File: config.mk
export PLATFORM = sky130hd
export DESIGN_NAME = sequence_game_fd
export DESIGN_NICKNAME = d
export VERILOG_FILES = /design/src/rtl/sequence_game_fd.sv
export SDC_FILE = /design/constraint.sdc
export NUM_CORES = 1
export LEC_CHECK = 0
export BUFFER_PORTS_ARGS = -buffer_cell sky130_fd_sc_hd__buf_2
export CORE_MARGIN = 8
export CORE_UTILIZATION = 40
export DETAILED_ROUTE_END_ITERATION = 12
export PLACE_DENSITY = 0.62
export SKIP_LAST_GASP = 1
export SYNTH_ARGS = -nofsm -noshare
export SYNTH_HDL_FRONTEND = slang
export SYNTH_SLANG_ARGS = --single-unit
File: constraint.sdc
create_clock -name clk_i -period 17.9 [get_ports clk_i]
set_input_delay 5.37 -clock clk_i [delete_from_list [all_inputs] [get_ports clk_i]]
set_output_delay 5.37 -clock clk_i [all_outputs]
set_load 0.05 [all_outputs]
File: src/rtl/sequence_game_fd.sv
// Parametrised datapath for button-sequence memory games: LFSR pattern source, sequence RAM,
// play capture/compare, show and timeout timers, and a saturating score counter.
module sequence_game_fd #(
    parameter int unsigned N_BUTTONS      = 7,
    parameter int unsigned DEPTH          = 16,
    parameter int unsigned ADDR_W         = 4,
    parameter int unsigned SHOW_CYCLES    = 1000,
    parameter int unsigned TIMEOUT_CYCLES = 10000,
    parameter int unsigned POINTS_W       = 3,
    parameter logic [15:0] SEED           = 16'hACE1
) (
    input  logic                 clk_i,
    input  logic                 rst_ni,
    input  logic [N_BUTTONS-1:0] buttons_i,
    input  logic [1:0]           mode_i,
    input  logic [ADDR_W:0]      seq_len_i,
    input  logic [1:0]           out_sel_i,
    input  logic                 clear_addr_i,
    input  logic                 enable_addr_i,
    input  logic                 gen_write_i,
    input  logic                 clear_ram_i,
    input  logic                 reseed_i,
    input  logic                 clear_reg_i,
    input  logic                 enable_reg_i,
    input  logic                 clear_show_i,
    input  logic                 enable_show_i,
    input  logic                 enable_timeout_i,
    input  logic                 clear_points_i,
    input  logic                 enable_points_i,
    output logic                 end_addr_o,
    output logic                 has_play_o,
    output logic                 correct_play_o,
    output logic                 end_show_o,
    output logic                 half_show_o,
    output logic                 timeout_o,
    output logic [POINTS_W-1:0]  points_o,
    output logic                 points_max_o,
    output logic [N_BUTTONS-1:0] play_o
);

    localparam int unsigned SHOW_W = (SHOW_CYCLES > 1) ? $clog2(SHOW_CYCLES) : 1;
    localparam int unsigned TOUT_W = (TIMEOUT_CYCLES > 1) ? $clog2(TIMEOUT_CYCLES) : 1;

    logic [ADDR_W-1:0]    addr_q, addr_d;
    logic [ADDR_W:0]      len_eff, last_addr;
    logic [15:0]          lfsr_q;
    logic [N_BUTTONS-1:0] gen_pat;
    logic [N_BUTTONS-1:0] ram_q [DEPTH];
    logic [N_BUTTONS-1:0] ram_rd;
    logic [N_BUTTONS-1:0] play_q;
    logic                 prev_q, has_play_q;
    logic [SHOW_W-1:0]    show_q;
    logic [TOUT_W-1:0]    tout_q;
    logic [POINTS_W-1:0]  points_q;
    int unsigned          idx_i, idx_j;

    always_comb begin
        if (seq_len_i == '0) begin
            len_eff = (ADDR_W+1)'(1);
        end else if (seq_len_i > (ADDR_W+1)'(DEPTH)) begin
            len_eff = (ADDR_W+1)'(DEPTH);
        end else begin
            len_eff = seq_len_i;
        end
        last_addr  = len_eff - (ADDR_W+1)'(1);
        end_addr_o = ({1'b0, addr_q} == last_addr);
        // An address beyond the current length keeps counting up until it wraps at DEPTH.
        addr_d = end_addr_o ? '0 : addr_q + ADDR_W'(1);
    end

    always_comb begin
        idx_i   = 32'(lfsr_q[7:0]) % N_BUTTONS;
        idx_j   = (idx_i + 1 + (32'(lfsr_q[15:8]) % (N_BUTTONS - 1))) % N_BUTTONS;
        gen_pat = '0;
        case (mode_i)
            2'd0: begin
                gen_pat = lfsr_q[N_BUTTONS-1:0];
                if (gen_pat == '0) gen_pat = N_BUTTONS'(1);
            end
            2'd2:    gen_pat = (N_BUTTONS'(1) << idx_i) | (N_BUTTONS'(1) << idx_j);
            default: gen_pat = N_BUTTONS'(1) << idx_i;
        endcase
    end

    always_ff @(posedge clk_i or negedge rst_ni) begin
        if (!rst_ni) begin
            addr_q <= '0;
            lfsr_q <= SEED;
        end else begin
            if (clear_addr_i)       addr_q <= '0;
            else if (enable_addr_i) addr_q <= addr_d;
            if (reseed_i)  lfsr_q <= SEED;
            else if (lfsr_q[0]) lfsr_q <= (lfsr_q >> 1) ^ 16'hB400;
            else                lfsr_q <= lfsr_q >> 1;
        end
    end

    always_ff @(posedge clk_i or negedge rst_ni) begin
        if (!rst_ni) begin
            for (int i = 0; i < int'(DEPTH); i++) ram_q[i] <= '0;
        end else if (clear_ram_i) begin
            for (int i = 0; i < int'(DEPTH); i++) ram_q[i] <= '0;
        end else if (gen_write_i) begin
            ram_q[addr_q] <= gen_pat;
        end
    end

    assign ram_rd = ram_q[addr_q];

    always_ff @(posedge clk_i or negedge rst_ni) begin
        if (!rst_ni) begin
            play_q     <= '0;
            prev_q     <= 1'b0;
            has_play_q <= 1'b0;
        end else begin
            has_play_q <= (|buttons_i) & ~prev_q;
            if (clear_reg_i) begin
                play_q <= '0;
                prev_q <= 1'b0;
            end else begin
                prev_q <= |buttons_i;
                if (enable_reg_i) play_q <= buttons_i;
            end
        end
    end

    always_ff @(posedge clk_i or negedge rst_ni) begin
        if (!rst_ni) begin
            show_q   <= '0;
            tout_q   <= '0;
            points_q <= '0;
        end else begin
            if (clear_show_i)       show_q <= '0;
            else if (enable_show_i) show_q <= end_show_o ? '0 : show_q + SHOW_W'(1);
            if (!enable_timeout_i)  tout_q <= '0;
            else if (!timeout_o)    tout_q <= tout_q + TOUT_W'(1);
            if (clear_points_i)                       points_q <= '0;
            else if (enable_points_i && !points_max_o) points_q <= points_q + POINTS_W'(1);
        end
    end

    assign end_show_o     = (show_q == SHOW_W'(SHOW_CYCLES - 1));
    assign half_show_o    = (show_q >= SHOW_W'(SHOW_CYCLES / 2));
    assign timeout_o      = (tout_q == TOUT_W'(TIMEOUT_CYCLES - 1));
    assign points_o       = points_q;
    assign points_max_o   = (points_q == '1);
    assign has_play_o     = has_play_q;
    assign correct_play_o = (ram_rd == play_q);

    always_comb begin
        case (out_sel_i)
            2'd0:    play_o = '0;
            2'd1:    play_o = ram_rd;
            2'd2:    play_o = buttons_i;
            default: play_o = play_q;
        endcase
    end

endmodule

==> impl_metrics.toml <==
[timing]
hold_ws_ns = 0.405
skew_ns = 0.0180
max_freq_mhz = 56.6
setup_viol = 0
slew_headroom = 0.163
slew_viol_final = 0
tns_ns = 0
worstMarginPinSlew_ns = 1.25
hold_viol = 0
period_share = 0.987
finalCriticalPeriod_ns = 17.67
rsz0062_at_grt = "true"

[logic_synthesis]
synth_cell_types = 129
synth_seq_cells = 168
syn_avg_cell_area_um2 = 8.46
yosys_warnings = 0
synth_ff_type = "dfrtp_1"
synth-seq-area-share = 0.252
synth-edff-count = 0
async_flop_share = 1.00
synth_area_um2 = 16700
syn_inst = 1978

[detailed_routing]
first_iter_violations = 1220
top_layer_used = "met5"
final_antenna_net_count = 0
avgViaCountPerCell = 6.27
drt_wl_total_um = 50100
routedWlPerCell_um = 18.8
wl_met2_um = 24900
dr.pass1.iters = 6
met1_length_um = 22000
vias = 16700
wl_met3_um = 2400
drc = 0

[cts]
clock_sinks = 168
hold_buffers = 0
clk-insertion-delay-late_ns = 0.43
h-tree-depth = 4
ctsRootBufferMaster = "clkbuf_16"
cts_buffers = 17
path_clk_slew_ns = 0.07
clock_path_buffers = 2
tritoncts = "built"

[final_layout]
nets = 2196
nFillCells = 3826
most-common-layout-cells = "nor2_1, buf_4, dfrtp_1, nand2_1, o21ai_0"
final_common_cell = "nor2_1"
drive_gt1_frac = 0.296
area.growth.synth_to_final_pct = 23.6
antennaDiodeCount = 0
layout.cells.non_filler = 2669

[floorplan]
die_area_um2 = 48600
ioPinCount = 47
dieWidth_um = 220
die_y_um = 220
floorplan.rows = 75
design.core.area_um2 = 41600
start_util = 0.402

[setup_path]
cp-start-kind = "flop"
crit_required_ns = 18.22
crit_slowest_cell = "or4_4"
worstPathMaxFanout = 8
end_kind = "flop"
max_stage_delay_ns = 0.55
cpMostUsedCell = "buf_4"
critPathKind = "reg -> reg"
cp.arrival_ns = 17.99

[run]
drv_cap = 0

[grt]
grt_pass1_vias = 15500
overflow = 0
grt_pass1_wl_um = 77000
grt_max_degree = 89
grt_usage = 0.187
antenna_found_initial = 2

[min_path]
min_path_type = "reg -> reg"

[placed_design]
io_buffer_count = 46
gp_congestion = 0.886
dp_cells = 2538
hpwl_um = 33400

[status]
status = "finished clean"
## cell type report
type | count | area, µm² | area share
inverters | 41 | 154 | 0.00744
clock inverters | 14 | 153 | 0.00738
repair buffers | 235 | 1750 | 0.0847
multi-input cells | 1654 | 13300 | 0.643
clock buffers | 18 | 439 | 0.0212
flip-flops and latches | 168 | 4220 | 0.204
well taps | 539 | 674 | 0.0326
## repair_timing
action | 4_1_cts | 5_1_grt
setup buffers | 8 | 86
pin swaps | 13 | 101
gates resized for setup | 32 | 249
setup endpoints to repair | 112 | 112
cloned | 0 | 5
## cells in the mapped netlist (all sizes together) (17+ instances only)
cell | number | area [µm²]
a21o | 37 | 278
nand4 | 28 | 181
o2111ai | 17 | 149
or3 | 20 | 125
clkbuf | 82 | 308
nor3 | 76 | 402
a31oi | 28 | 194
nand2 | 143 | 537
ha | 48 | 601
buf | 42 | 252
dfrtp | 160 | 4000
nand3 | 51 | 270
xnor2 | 58 | 516
o21a | 27 | 203
nand2b | 22 | 140
nor2 | 248 | 943
and3 | 25 | 161
or2 | 22 | 138
xor2 | 42 | 375
mux4 | 35 | 788
a211oi | 72 | 716
a311oi | 71 | 634
inv | 40 | 150
nor4 | 30 | 200
a211o | 18 | 158
and2 | 24 | 151
a21oi | 79 | 422
o211ai | 23 | 183
o21ai | 128 | 659
mux2i | 23 | 246
## final timing paths
| check | slack, ns | end | cells after the start | from |
|---|---|---|---|---|
| worst max-delay path | 0.23 | ram_q[13]$_DFFE_PN0P_ | 82 | lfsr_q[5]$_DFF_PN1_ |
| worst min-delay path | 0.41 | has_play_o$_DFF_PN0_ | 1 | prev_q$_DFF_PN0_ |
| worst max register to register | 0.23 | ram_q[13]$_DFFE_PN0P_ | 82 | lfsr_q[5]$_DFF_PN1_ |
| worst min register to register | 0.41 | has_play_o$_DFF_PN0_ | 1 | prev_q$_DFF_PN0_ |
| max in group asynchronous | 11.32 | lfsr_q[1]$_DFF_PN0_ | 2 | rst_ni |
| min in group asynchronous | 4.97 | show_q[7]$_DFFE_PN0P_ | 1 | rst_ni |
## through the flow
stage                     setup slack [ns]  cell area (µm²)   util
final                                0.235            20700  0.497
after global routing                -0.516            20700  0.497
after CTS                           0.0793            18700  0.450
after detailed placement            -0.932            17800  0.428
after global placement              -0.508            17800  0.428
after floorplan                      0.211            16800      -
## state kept, by name, summed over array words and instances, names as in the netlist
register / count
ram_q: 112
lfsr_q: 16
tout_q: 14
show_q: 10
play_q: 7
addr_q: 4
points_o: 3
has_play_o: 1
prev_q: 1
## worst max-delay path: cells and delay by family (launching register included)
kind            cells  cell delay [ns]
mux                 4             1.18
compound gates     33             7.84
xor+xnor            1             0.13
buf+inv            11             1.62
fa+ha+maj           5             1.04
flops               1             0.53
simple gates       28             5.17
## per-layer routing
metal	up-vias	GRT usage
li1	7918	-
met1	8218	0.245
met2	502	0.324
met3	84	0.0230
met4	4	0.0468
met5	-	0
## cell families (layout without fill, tap and decap cells)
group	Yosys count	count (layout)	share of synthesized area
AO/OA/AOI/OAI	670	671	0.316
XOR/XNOR	100	100	0.0533
adder cells (fa/ha/maj)	50	50	0.0378
buffers and inverters	165	308	0.0426
flip-flops	168	168	0.252
multiplexers	74	74	0.0731
other	1	8	0.000224
AND/OR/NAND/NOR	750	751	0.225
Power is left out: the tool's default activity adds up to more than one toggle a clock period on the data nets, which glitch-free logic cannot reach.
